<file path="config.mk">
export PLATFORM = sky130hd
export DESIGN_NAME = vga_box_mover
export DESIGN_NICKNAME = d
export VERILOG_FILES = /design/src/rtl/vga_pkg.sv /design/src/rtl/vga_axis_step.sv /design/src/rtl/vga_box_mover.sv
export SDC_FILE = /design/constraint.sdc
export NUM_CORES = 1
export LEC_CHECK = 0
export ABC_AREA = 1
export BUFFER_PORTS_ARGS = -buffer_cell sky130_fd_sc_hd__buf_4
export CORE_MARGIN = 8
export CORE_UTILIZATION = 30
export DETAILED_ROUTE_END_ITERATION = 6
export SLEW_MARGIN = 20
export SYNTH_ARGS = -nofsm -noshare
export SYNTH_HDL_FRONTEND = slang
export SYNTH_SLANG_ARGS = --single-unit
</file>
<file path="constraint.sdc">
create_clock -name dclk -period 4.16 [get_ports dclk]
set_input_delay 0.208 -clock dclk [delete_from_list [all_inputs] [get_ports dclk]]
set_output_delay 0.208 -clock dclk [all_outputs]
set_load 0.02 [all_outputs]
</file>
<file path="src/rtl/vga_pkg.sv">
// Shared definitions for the bouncing-box display: screen defaults, position
// width and the motion controller state encoding.
package vga_pkg;

  localparam int H_ACTIVE_DEF = 640;
  localparam int V_ACTIVE_DEF = 480;
  localparam int POS_W        = 10;

  typedef enum logic [2:0] {
    IDLE,
    WAIT,
    MOVE_X,
    MOVE_Y,
    COMMIT
  } boxStateT;

endpackage

</file>
<file path="src/rtl/vga_axis_step.sv">
// Combinational reflect/clamp for one axis: advances pos by STEP in the
// current direction, clamping to [0, MAX] and flagging a reflection.
module vga_axis_step
  import vga_pkg::*;
#(
  parameter int MAX  = 608,
  parameter int STEP = 2
) (
  input  logic [POS_W-1:0] pos,
  input  logic             dir,
  output logic [POS_W-1:0] nPos,
  output logic             nDir,
  output logic             hit
);

  localparam logic [POS_W:0]   MAX_E  = (POS_W+1)'(MAX);
  localparam logic [POS_W:0]   STEP_E = (POS_W+1)'(STEP);
  localparam logic [POS_W-1:0] MAX_P  = POS_W'(MAX);
  localparam logic [POS_W-1:0] STEP_P = POS_W'(STEP);

  logic [POS_W:0] posExt;
  logic [POS_W:0] sum;

  always_comb begin
    posExt = {1'b0, pos};
    sum    = posExt + STEP_E;
    nPos   = pos;
    nDir   = dir;
    hit    = 1'b0;
    if (dir) begin
      if (sum >= MAX_E) begin
        nPos = MAX_P;
        nDir = 1'b0;
        hit  = 1'b1;
      end else begin
        nPos = sum[POS_W-1:0];
      end
    end else begin
      // Landing exactly on 0 counts as a reflection.
      if (posExt <= STEP_E) begin
        nPos = '0;
        nDir = 1'b1;
        hit  = 1'b1;
      end else begin
        nPos = pos - STEP_P;
      end
    end
  end

endmodule

</file>
<file path="src/rtl/vga_box_mover.sv">
// Frame-synchronous box motion controller; commits new position during
// vertical blanking. Optional pause input enabled by VGA_BOX_PAUSE_EN.
module vga_box_mover
  import vga_pkg::*;
#(
  parameter int H_ACTIVE  = H_ACTIVE_DEF,
  parameter int V_ACTIVE  = V_ACTIVE_DEF,
  parameter int BOX_W     = 32,
  parameter int BOX_H     = 32,
  parameter int STEP      = 2,
  parameter int FRAME_DIV = 1,
  parameter int X0        = 0,
  parameter int Y0        = 0
) (
  input  logic             dclk,
  input  logic             rst_n,
  input  logic             vs,
  input  logic             en,
`ifdef VGA_BOX_PAUSE_EN
  input  logic             pause,
`endif
  output logic [POS_W-1:0] pos_x,
  output logic [POS_W-1:0] pos_y,
  output logic             dirX,
  output logic             dirY,
  output logic             upd,
  output logic             hit_x,
  output logic             hit_y
);

  localparam int CNT_W = (FRAME_DIV > 1) ? $clog2(FRAME_DIV) : 1;
  localparam logic [CNT_W-1:0] CNT_LAST = CNT_W'(FRAME_DIV - 1);
  localparam logic [POS_W-1:0] X0_P = POS_W'(X0);
  localparam logic [POS_W-1:0] Y0_P = POS_W'(Y0);

  boxStateT state, stateNext;

  logic             vsD;
  logic             frameStart;
  logic             frameTake;
  logic [CNT_W-1:0] frameCnt;

  logic cntClr, cntInc, loadX, loadY, commit;

  logic [POS_W-1:0] shX, shY, nx, ny;
  logic             shDirX, shDirY, shHitX, shHitY;
  logic             ndx, ndy, hx, hy;

  assign frameStart = vsD & ~vs;
`ifdef VGA_BOX_PAUSE_EN
  assign frameTake = frameStart & ~pause;
`else
  assign frameTake = frameStart;
`endif

  vga_axis_step #(.MAX(H_ACTIVE - BOX_W), .STEP(STEP)) uStepX (
    .pos(pos_x), .dir(dirX), .nPos(nx), .nDir(ndx), .hit(hx)
  );

  vga_axis_step #(.MAX(V_ACTIVE - BOX_H), .STEP(STEP)) uStepY (
    .pos(pos_y), .dir(dirY), .nPos(ny), .nDir(ndy), .hit(hy)
  );

  always_ff @(posedge dclk) begin
    if (!rst_n) state <= IDLE;
    else        state <= stateNext;
  end

  always_comb begin
    stateNext = state;
    cntClr    = 1'b0;
    cntInc    = 1'b0;
    loadX     = 1'b0;
    loadY     = 1'b0;
    commit    = 1'b0;
    case (state)
      IDLE:   if (en) stateNext = WAIT;
      WAIT: begin
        // A counted frame keeps us in WAIT even if en just dropped.
        if (frameTake) begin
          if (frameCnt == CNT_LAST) begin
            cntClr    = 1'b1;
            stateNext = MOVE_X;
          end else begin
            cntInc = 1'b1;
          end
        end else if (!en) begin
          stateNext = IDLE;
        end
      end
      MOVE_X: begin
        loadX     = 1'b1;
        stateNext = MOVE_Y;
      end
      MOVE_Y: begin
        loadY     = 1'b1;
        stateNext = COMMIT;
      end
      COMMIT: begin
        commit    = 1'b1;
        stateNext = en ? WAIT : IDLE;
      end
      default: stateNext = IDLE;
    endcase
  end

  always_ff @(posedge dclk) begin
    if (!rst_n) begin
      vsD      <= 1'b1;
      frameCnt <= '0;
      pos_x    <= X0_P;
      pos_y    <= Y0_P;
      dirX     <= 1'b1;
      dirY     <= 1'b1;
      upd      <= 1'b0;
      hit_x    <= 1'b0;
      hit_y    <= 1'b0;
      shX      <= '0;
      shY      <= '0;
      shDirX   <= 1'b1;
      shDirY   <= 1'b1;
      shHitX   <= 1'b0;
      shHitY   <= 1'b0;
    end else begin
      vsD   <= vs;
      upd   <= commit;
      hit_x <= commit & shHitX;
      hit_y <= commit & shHitY;
      if (cntClr)      frameCnt <= '0;
      else if (cntInc) frameCnt <= frameCnt + CNT_W'(1);
      if (loadX) begin
        shX    <= nx;
        shDirX <= ndx;
        shHitX <= hx;
      end
      if (loadY) begin
        shY    <= ny;
        shDirY <= ndy;
        shHitY <= hy;
      end
      if (commit) begin
        pos_x <= shX;
        pos_y <= shY;
        dirX  <= shDirX;
        dirY  <= shDirY;
      end
    end
  end

endmodule

</file>
==> impl_metrics.env <==
export IMPL_status="finished clean"
export IMPL_tns_ns=0
export IMPL_ir_worst_vdd_mv=0.119
export IMPL_crit_fanout=7
export IMPL_syn2layout_area_growth_pct=14.8
export IMPL_routedWlPerCell_um=13.5
export IMPL_io_pins=29
export IMPL_postCtsHoldBufs=0
export IMPL_power_density_nw_per_um2=295
export IMPL_setup_viol=0
export IMPL_maxCapViolCount=0
export IMPL_arrival_ns=2.13
export IMPL_crit_path_start_kind="flop"
export IMPL_synthCells=393
export IMPL_start_util=0.303
export IMPL_grt_remaining_overflow=0
export IMPL_synth_fp_nets=403
export IMPL_worstSetupEndpointType="flop"
export IMPL_cts_buffers=5
export IMPL_num_antenna_cells=0
export IMPL_drt_wl_total_mm=7.14
export IMPL_rsz0062_at_grt="false"
export IMPL_via_count=2668
export IMPL_skew_ns=0.00951
export IMPL_seqCellArea_um2=1080
export IMPL_syn_area_per_cell_um2=7.03
export IMPL_leakagePower_uw=0.00133
export IMPL_drive_above_1_share=0.139
export IMPL_synthArstFlopShare=0
export IMPL_nets=426
export IMPL_grt_pass1_wl_mm=12.4
export IMPL_cts_tree="yes"
export IMPL_critPathRequiredTime_ns=4.40
export IMPL_place_congestion=0.907
export IMPL_antenna_left=0
export IMPL_fmax_ghz=0.530
export IMPL_die_area_um2=12500
export IMPL_post_cts_setup_buffers=0
export IMPL_ctsResizeCount=0
export IMPL_drtIter0Drc=121
export IMPL_firstDrtPassIters=4
export IMPL_finalHoldViolCount=0
export IMPL_cts_sinks=54
export IMPL_multi_input_area_um2=1480
export IMPL_insertion_delay_ns=0.30
export IMPL_htree_levels=2
export IMPL_rows=35
export IMPL_post_route_period_util=0.454
export IMPL_grt_start_max_net_pins=40
export IMPL_core_area_um2=9110
export IMPL_total_power_uw=936
export IMPL_slew_headroom=0.638
export IMPL_synth_edff_count=0
export IMPL_slew_viol_final=0
export IMPL_ys_seq_area_frac=0.391
export IMPL_ys_flop_type="dfxtp_1"
export IMPL_path_clk_slew_ns=0.10
export IMPL_cts_buffer_depth=2
export IMPL_worstSetupPathType="flop to flop"
export IMPL_synth_area_um2=2760
export IMPL_worst_slew_pin_slew_ns=0.542
export IMPL_antenna_found_initial=0
export IMPL_via_per_inst=5.05
export IMPL_io_buffers=28
export IMPL_die_y_um=112
export IMPL_ys_ff_latch=54
export IMPL_drc_errors=0
export IMPL_grt_pass1_vias=2711
export IMPL_fill_cells=987
export IMPL_ys_types=33
export IMPL_cts_root_buffer="clkbuf_8"
export IMPL_die_w_um=112
export IMPL_grt_usage=0.117
export IMPL_min_period_ns=1.89
export IMPL_dp_hpwl_mm=5.24
export IMPL_hp_class="primary input to flop"
export IMPL_yosys_warnings=0
[worst paths after layout]
path	start	to	slack, ns	cells after the start
worst max register to register	pos_x[1]	shX[4]	2.27	11
worst max-delay path	pos_x[1]	shX[4]	2.27	11
worst min-delay path	vs	vsD	0.11	3
worst min register to register	frameCnt	frameCnt	0.44	2
[layer usage]
metal  track usage  routed length (µm)  share of wire
met1         0.135                3260           0.46
met3        0.0254                 316          0.044
met4        0.0540                 146          0.020
met5             0                   0              0
met2         0.203                3420           0.48
[kinds of logic (layout without fill, tap and decap cells)]
kind of cell / Yosys count / count (layout) / synth area share
simple gates: 162 / 162 / 0.262
flops: 54 / 54 / 0.391
compound gates: 110 / 110 / 0.217
xor+xnor: 9 / 9 / 0.0285
buf+inv: 52 / 76 / 0.0738
fa+ha+maj: 6 / 6 / 0.0272
[Yosys cell counts (4+ instances only)]
library cell	number	area, µm²
a21oi_1	41	205
a31oi_1	4	25.0
clkbuf_1	10	37.5
dfxtp_1	54	1080
ha_1	6	75.1
inv_1	36	135
nand2_1	72	270
nand2_2	5	31.3
nand3_1	27	135
nand3_2	5	50.1
nor2_1	39	146
nor2_2	4	25.0
nor3_1	4	20.0
o211ai_1	4	30.0
o21ai_0	51	255
xor2_1	7	61.3
[power breakdown]
part	internal [µW]	total, µW	switching, µW
Sequential	524	530	6.07
Combinational	18.9	56.7	37.8
Clock	178	349	172
[layout by cell type, fill, tap and decap left out, types with 4 or more instances in the layout]
cell / instances
a21oi_1: 41
buf_4: 29
o211ai_1: 4
a31oi_1: 4
inv_1: 36
o21ai_0: 51
nor2_2: 4
nand2_2: 5
nor3_1: 4
ha_1: 6
xor2_1: 7
nand3_2: 5
nor2_1: 39
clkbuf_8: 5
dfxtp_1: 54
nand3_1: 27
nand2_1: 72
[stage by stage]
stage	utilization	hold WS (ns)	cell area, µm²	cells	setup WS [ns]
floorplan	-	0.317	2760	393	2.43
global placement	0.336	0.416	3060	520	2.35
detailed placement	0.336	0.419	3060	520	2.32
CTS	0.348	0.0977	3170	528	2.30
global route	0.348	0.142	3170	528	2.04
finish	0.348	0.108	3170	528	2.27
[final cells by class]
class	count	share of cell area
tap	111	0.0438
clock inverter	3	0.0126
clock buffer	5	0.0217
multi-input combinational	287	0.466
sequential	54	0.341
timing repair buffer	29	0.0687
inverter	39	0.0462
[critical path, cell delays in order, from the launching register on]
cell	delay [ns]
dfxtp_1	0.44
ha_1	0.24
nand2_2	0.11
nor2_4	0.16
nand3_1	0.09
nand2_1	0.09
nand2_1	0.07
a21oi_2	0.12
nand3_2	0.12
inv_2	0.14
nand3_1	0.11
a21oi_1	0.14
[registers in the layout, indices dropped and copies added (netlist names), 3 cells and up]
register,cells
pos_x,10
pos_y,10
shY,10
shX,10
state,3
No activity file was read; power rests on OpenSTA's default activity.
